--- src/rtl/cpu_run_ctrl.sv ---
// Run controller for the pipelined cpu.
// It holds the cpu in reset for a fixed number of cycles after Start, then counts run cycles.
// A run ends when the fetch PC stays unchanged for a set number of cycles (halt) or when the cycle limit is reached.
// Every data-memory write made during the run is captured in a first-word-fall-through trace FIFO.
module cpu_run_ctrl #(
  parameter int SIZE         = 48,
  parameter int RESET_CYCLES = 2,
  parameter int HALT_CYCLES  = 4,
  parameter int MAX_CYCLES   = 1024,
  parameter int TRACE_DEPTH  = 16
) (
  input  logic                             CLK,
  input  logic                             Reset,
  input  logic                             Start,
  output logic                             CpuReset,
  input  logic [SIZE-1:0]                  PCF,
  input  logic                             MemWriteM,
  input  logic [SIZE-1:0]                  ALUOutM,
  input  logic [SIZE-1:0]                  WriteDataM,
  output logic                             Running,
  output logic                             Done,
  output logic                             Timeout,
  output logic [$clog2(MAX_CYCLES+1)-1:0]  CycleCount,
  input  logic                             TraceRdEn,
  output logic                             TraceValid,
  output logic [SIZE-1:0]                  TraceAddr,
  output logic [SIZE-1:0]                  TraceData,
  output logic [$clog2(TRACE_DEPTH+1)-1:0] TraceCount,
  output logic                             TraceOverflow
);

  localparam int CW = $clog2(MAX_CYCLES + 1);
  localparam int TW = $clog2(TRACE_DEPTH + 1);
  localparam int PW = $clog2(TRACE_DEPTH);
  localparam int HW = $clog2(HALT_CYCLES + 1);
  localparam int RW = $clog2(RESET_CYCLES + 1);

  localparam logic [RW-1:0] RC_LAST = RW'(RESET_CYCLES - 1);
  localparam logic [HW-1:0] HC_LAST = HW'(HALT_CYCLES - 1);
  localparam logic [CW-1:0] MC_MAX  = CW'(MAX_CYCLES);
  localparam logic [CW-1:0] MC_LAST = CW'(MAX_CYCLES - 1);
  localparam logic [TW-1:0] DEPTH   = TW'(TRACE_DEPTH);

  typedef enum logic [1:0] {IDLE, RST_HOLD, RUN, DONE} state_t;

  state_t            state;
  logic [RW-1:0]     rst_cnt;
  logic [HW-1:0]     stable_cnt;
  logic [SIZE-1:0]   prev_pc;

  logic              pc_same;
  logic              halt_hit;
  logic              time_hit;
  logic [CW-1:0]     cyc_inc;
  logic [HW-1:0]     stable_nxt;

  logic [2*SIZE-1:0] mem [TRACE_DEPTH];
  logic [PW-1:0]     wr_ptr;
  logic [PW-1:0]     rd_ptr;
  logic [2*SIZE-1:0] head;
  logic              push;
  logic              pop;
  logic              full;
  logic              wr_en;
  logic              flush;

  // Run-end detection: halt on a stable PC, timeout when the next count would reach the limit
  always_comb begin
    pc_same    = (PCF == prev_pc);
    halt_hit   = pc_same && (stable_cnt == HC_LAST);
    time_hit   = (CycleCount == MC_LAST);
    cyc_inc    = (CycleCount == MC_MAX) ? MC_MAX : CycleCount + 1'b1;
    stable_nxt = pc_same ? stable_cnt + 1'b1 : '0;
  end

  // Previous fetch PC, sampled every cycle for the halt comparison
  always_ff @(posedge CLK) begin
    prev_pc <= PCF;
  end

  // Run sequencer: state together with its registered outputs and counters
  always_ff @(posedge CLK or negedge Reset) begin
    if (!Reset) begin
      state      <= IDLE;
      CpuReset   <= 1'b1;
      Running    <= 1'b0;
      Done       <= 1'b0;
      Timeout    <= 1'b0;
      CycleCount <= '0;
      rst_cnt    <= '0;
      stable_cnt <= '0;
    end else begin
      case (state)
        IDLE, DONE: begin
          if (Start) begin
            state      <= RST_HOLD;
            Done       <= 1'b0;
            Timeout    <= 1'b0;
            CycleCount <= '0;
            rst_cnt    <= '0;
          end
        end
        RST_HOLD: begin
          if (rst_cnt == RC_LAST) begin
            state      <= RUN;
            CpuReset   <= 1'b0;
            Running    <= 1'b1;
            stable_cnt <= '0;
          end else begin
            rst_cnt <= rst_cnt + 1'b1;
          end
        end
        RUN: begin
          CycleCount <= cyc_inc;
          stable_cnt <= stable_nxt;
          if (time_hit || halt_hit) begin
            state    <= DONE;
            CpuReset <= 1'b1;
            Running  <= 1'b0;
            Done     <= 1'b1;
            // A timeout takes precedence when both conditions land together
            Timeout  <= time_hit;
          end
        end
        default: state <= IDLE;
      endcase
    end
  end

  // FIFO control: a push into a full FIFO is accepted only when a pop frees a slot in the same cycle
  always_comb begin
    push  = (state == RUN) && MemWriteM;
    pop   = TraceRdEn && TraceValid;
    full  = (TraceCount == DEPTH);
    wr_en = push && (!full || pop);
    flush = (state == DONE) && Start;
    head  = mem[rd_ptr];
  end

  // Trace storage, no reset needed since entries are only visible while counted
  always_ff @(posedge CLK) begin
    if (wr_en) mem[wr_ptr] <= {ALUOutM, WriteDataM};
  end

  // Trace pointers, occupancy and the sticky overflow flag
  always_ff @(posedge CLK or negedge Reset) begin
    if (!Reset) begin
      wr_ptr        <= '0;
      rd_ptr        <= '0;
      TraceCount    <= '0;
      TraceOverflow <= 1'b0;
    end else if (flush) begin
      wr_ptr        <= '0;
      rd_ptr        <= '0;
      TraceCount    <= '0;
      TraceOverflow <= 1'b0;
    end else begin
      if (wr_en) wr_ptr <= wr_ptr + 1'b1;
      if (pop)   rd_ptr <= rd_ptr + 1'b1;
      if (wr_en && !pop)      TraceCount <= TraceCount + 1'b1;
      else if (!wr_en && pop) TraceCount <= TraceCount - 1'b1;
      if (push && full && !pop) TraceOverflow <= 1'b1;
    end
  end

  // Head entry is presented as zero while the FIFO is empty
  always_comb begin
    TraceValid = (TraceCount != '0);
    TraceAddr  = TraceValid ? head[2*SIZE-1:SIZE] : '0;
    TraceData  = TraceValid ? head[SIZE-1:0] : '0;
  end

endmodule

--- config.mk ---
export PLATFORM = sky130hd
export DESIGN_NAME = cpu_run_ctrl
export DESIGN_NICKNAME = d
export VERILOG_FILES = /design/src/rtl/cpu_run_ctrl.sv
export SDC_FILE = /design/constraint.sdc
export NUM_CORES = 2
export LEC_CHECK = 0
export ABC_AREA = 0
export CAP_MARGIN = 20
export CORE_AREA = 2 2 328 330
export CTS_BUF_LIST = sky130_fd_sc_hd__clkbuf_2 sky130_fd_sc_hd__clkbuf_4 sky130_fd_sc_hd__clkbuf_8
export DETAILED_ROUTE_END_ITERATION = 8
export DIE_AREA = 0 0 330 332
export DONT_BUFFER_PORTS = 1
export PLACE_DENSITY = 0.77
export REMOVE_ABC_BUFFERS = 1
export SLEW_MARGIN = 25
export SYNTH_ARGS = -nofsm -noshare
export SYNTH_HDL_FRONTEND = slang
export SYNTH_SLANG_ARGS = --single-unit
--- constraint.sdc ---
create_clock -name CLK -period 4.8 [get_ports CLK]
set_input_delay 0.48 -clock CLK [delete_from_list [all_inputs] [get_ports CLK]]
set_output_delay 0.48 -clock CLK [all_outputs]
set_load 0.02 [all_outputs]
==> reports/qor.yml <==
global_route:
  grt_pass1_wl_um: 202000
  track_usage_pct: 25.4
  grt_antenna_before_repair: 14
  grt_max_degree: 100
  first_global_vias: 30600
  grt_overflow_total: 0
yosys:
  synth.area.top_cells: "edfxtp_1, mux4_2, dfxtp_1"
  yosysTopAreaCellShare_pct: 74.1
  async_reset_ff_share_pct: 2.22
  netlist_instances: 2625
  synth_seq_cells: 1620
  yosys-top-cells-count: "edfxtp_1, mux4_2, and2_1"
  synth_edf_count: 1536
  synthDistinctLibCells: 53
  yosysMostFrequentCell: "edfxtp_1"
  ys_warn_count: 0
  synth_seq_area_share_pct: 77.1
  synth_largest_area_cell: "edfxtp_1"
  netlist_area_um2: 62200
  synth.avg_cell_area_um2: 23.7
  ys.flop_type: "edfxtp_1"
setup_path:
  required_ps: 4320
  worstSetupEndpointType: "primary output"
  path_class: "reg -> out"
  critPathLaunchType: "flip-flop"
  r2r-start: "state[0]"
  cp_max_fo: 41
  worstPathArrival_ps: 3880
  r2r_cells: 12
  r2r-end: "TraceCount[4]"
  worst-r2r-setup-slack_ps: 760
  crit_slowest_cell: "dfrtp_4"
  critPathMaxStageDelay_ps: 1090
  path_cells: "buf_4, mux4_1, mux4_2, and2_1"
detailed_routing:
  wire_per_inst_um: 29.8
  m1WireLength_um: 53300
  via_per_inst: 6.37
  drc: 26
  num_vias: 29100
  drt_iter0_drc: 3368
  first_pass_iters: 9
  wl_met2_um: 68800
  routed.top_layer: "met5"
  routed_wl_um: 136000
  wl_met3_um: 11800
  final_antenna_net_count: 0
timing:
  slew_headroom_pct: 29.7
  slew_violations: 0
  setup_ws_ps: 439
  setup_viol: 0
  clock-skew-final_ps: 59.6
  rsz0062_at_grt: "false"
  holdWs_ps: 104
  worst_slew_pin_slew_ps: 1060
  finalCritPeriodShare_pct: 90.9
  fmax_mhz: 229
  period_needed_ps: 4360
  finalHoldViolCount: 0
die:
  start_util_pct: 58.5
  io_pins: 267
  die_w_um: 330
  fp.dieH_um: 332
  coreArea_um2: 106000
  die_area_um2: 110000
  std_cell_rows: 120
power:
  power_mw: 36.1
  sequentialPowerShare_pct: 45.0
  power_leakage_nw: 22.2
  p_comb_share_pct: 25.8
  switchingPower_mw: 10.5
  p_int_mw: 25.6
  power_frac_clock_pct: 29.2
  p_sw_share_pct: 29.1
  pwr_density_cell_nw_per_um2: 512
  ir_drop_mv: 0.421
min_path:
  min_path_cells: 1
  hold_start: "PCF[44]"
  holdPathEnd: "prev_pc[44]"
  hold_path.class: "in -> reg"
placement:
  dpl_worst_slack_ps: 859
  dp_hpwl_um: 73400
  dp_cells: 3985
  numPortBuffers: 0
  place_congestion: 0.792
final_layout:
  syn_to_final_growth_pct: 13.4
  final.fill_count: 6398
  multi_input_area_um2: 13400
  final_cells: 4573
  fin_util_pct: 66.4
  drive_gt1_share_pct: 30.5
  ff_latch_area_um2: 48000
  nNetsFinal: 3139
clock_tree:
  cts_buffer_depth: 3
  cts.sinks: 1620
  cts_hold_buf: 150
  clkSlewWorstSetupHoldPaths_ps: 70
  htreeDepth: 4
  post_cts_buffers: 0
  tritoncts: "built"
  cts_buffers: 237
  cts-root-buf: "clkbuf_8"
  cts_resized: 0
  clk-insertion-delay-late_ps: 910
outcome:
  status: "complete, but fails checks"
  failed_checks: "design-rule violations"
job:
  max-cap-violations: 0
## flip-flops by register name (all words and copies together), names as in the netlist
signal / cells
Timeout: 1
state: 2
CycleCount: 11
prev_pc: 48
Done: 1
rst_cnt: 2
stable_cnt: 3
rd_ptr: 4
TraceCount: 5
wr_ptr: 4
TraceOverflow: 1
CpuReset: 1
Running: 1
mem: 1536
## final cells by class
| cell class | count | area share [%] |
|---|---|---|
| Sequential cell | 1620 | 68.0 |
| Multi-Input combinational cell | 863 | 19.0 |
| Clock buffer | 332 | 5.71 |
| Timing Repair Buffer | 236 | 3.93 |
| Tap cell | 1403 | 2.49 |
| Clock inverter | 96 | 0.739 |
| Inverter | 13 | 0.0691 |
| Antenna cell | 10 | 0.0354 |
## cells in the final DEF (no fill, tap or decap), drive strengths merged, types with 7 or more instances in the layout
cell,count
mux2i,8
nor3,7
a21oi,12
a31oi,7
dfrtp,35
nand2,25
and3,8
diode,10
inv,18
clkinv,83
nand3,11
o21ai,22
ha,18
and2,113
buf,88
dfxtp,48
clkbuf,332
dlygate4sd3,148
nand4,8
xor2,55
edfxtp,1536
nor2,25
nor4,26
mux4,480
## metrics by stage
step                      cell area [um^2]  setup TNS (ps)
after floorplan                      61400        -1155290
after global placement               64500               0
after detailed placement             64500               0
after CTS                            70600               0
after global routing                 70600               0
final                                70600               0
## power by group through the flow
stage          sequential [mW]  combinational [mW]  clock, mW
2_1_floorplan             16.8                5.76          0
3_3_place_gp              16.6                8.99          0
3_5_place_dp              16.6                9.14          0
4_1_cts                   16.3                9.45       10.7
5_1_grt                   16.3                9.89       11.3
6_report                  16.3                9.31       10.5
## kinds of logic after synthesis
group / Yosys count / synth area share (%)
DFF: 1620 / 77.1
and+or+nand+nor: 243 / 2.26
AOI/OAI and AO/OA: 57 / 0.545
buffers and inverters: 142 / 1.36
xor gates and xnor gates: 56 / 0.788
adders and majority gates: 19 / 0.394
muxes: 488 / 17.5
## how the worst max path moves through the flow
stage,to,from
2_1_floorplan,TraceData[16],rd_ptr[0]
3_3_place_gp,TraceCount[4],state[0]
3_5_place_dp,TraceCount[4],state[0]
4_1_cts,TraceAddr[35],rd_ptr[0]
5_1_grt,TraceAddr[35],rd_ptr[0]
6_report,TraceData[20],rd_ptr[0]
## layer usage
layer  track usage, %  vias to the layer above
met4             6.25                       14
met3             5.90                      215
li1                 -                    11900
met1             35.9                    15500
met5                0                        -
met2             40.9                     1460
## worst max-delay path: cells and delay by family, from the launching register on
kind	cells	cell delay, ps
muxes	2	1140
DFF	1	1090
buffers and inverters	1	400
and+or+nand+nor	1	270
Power figures use the tool's default switching activity.
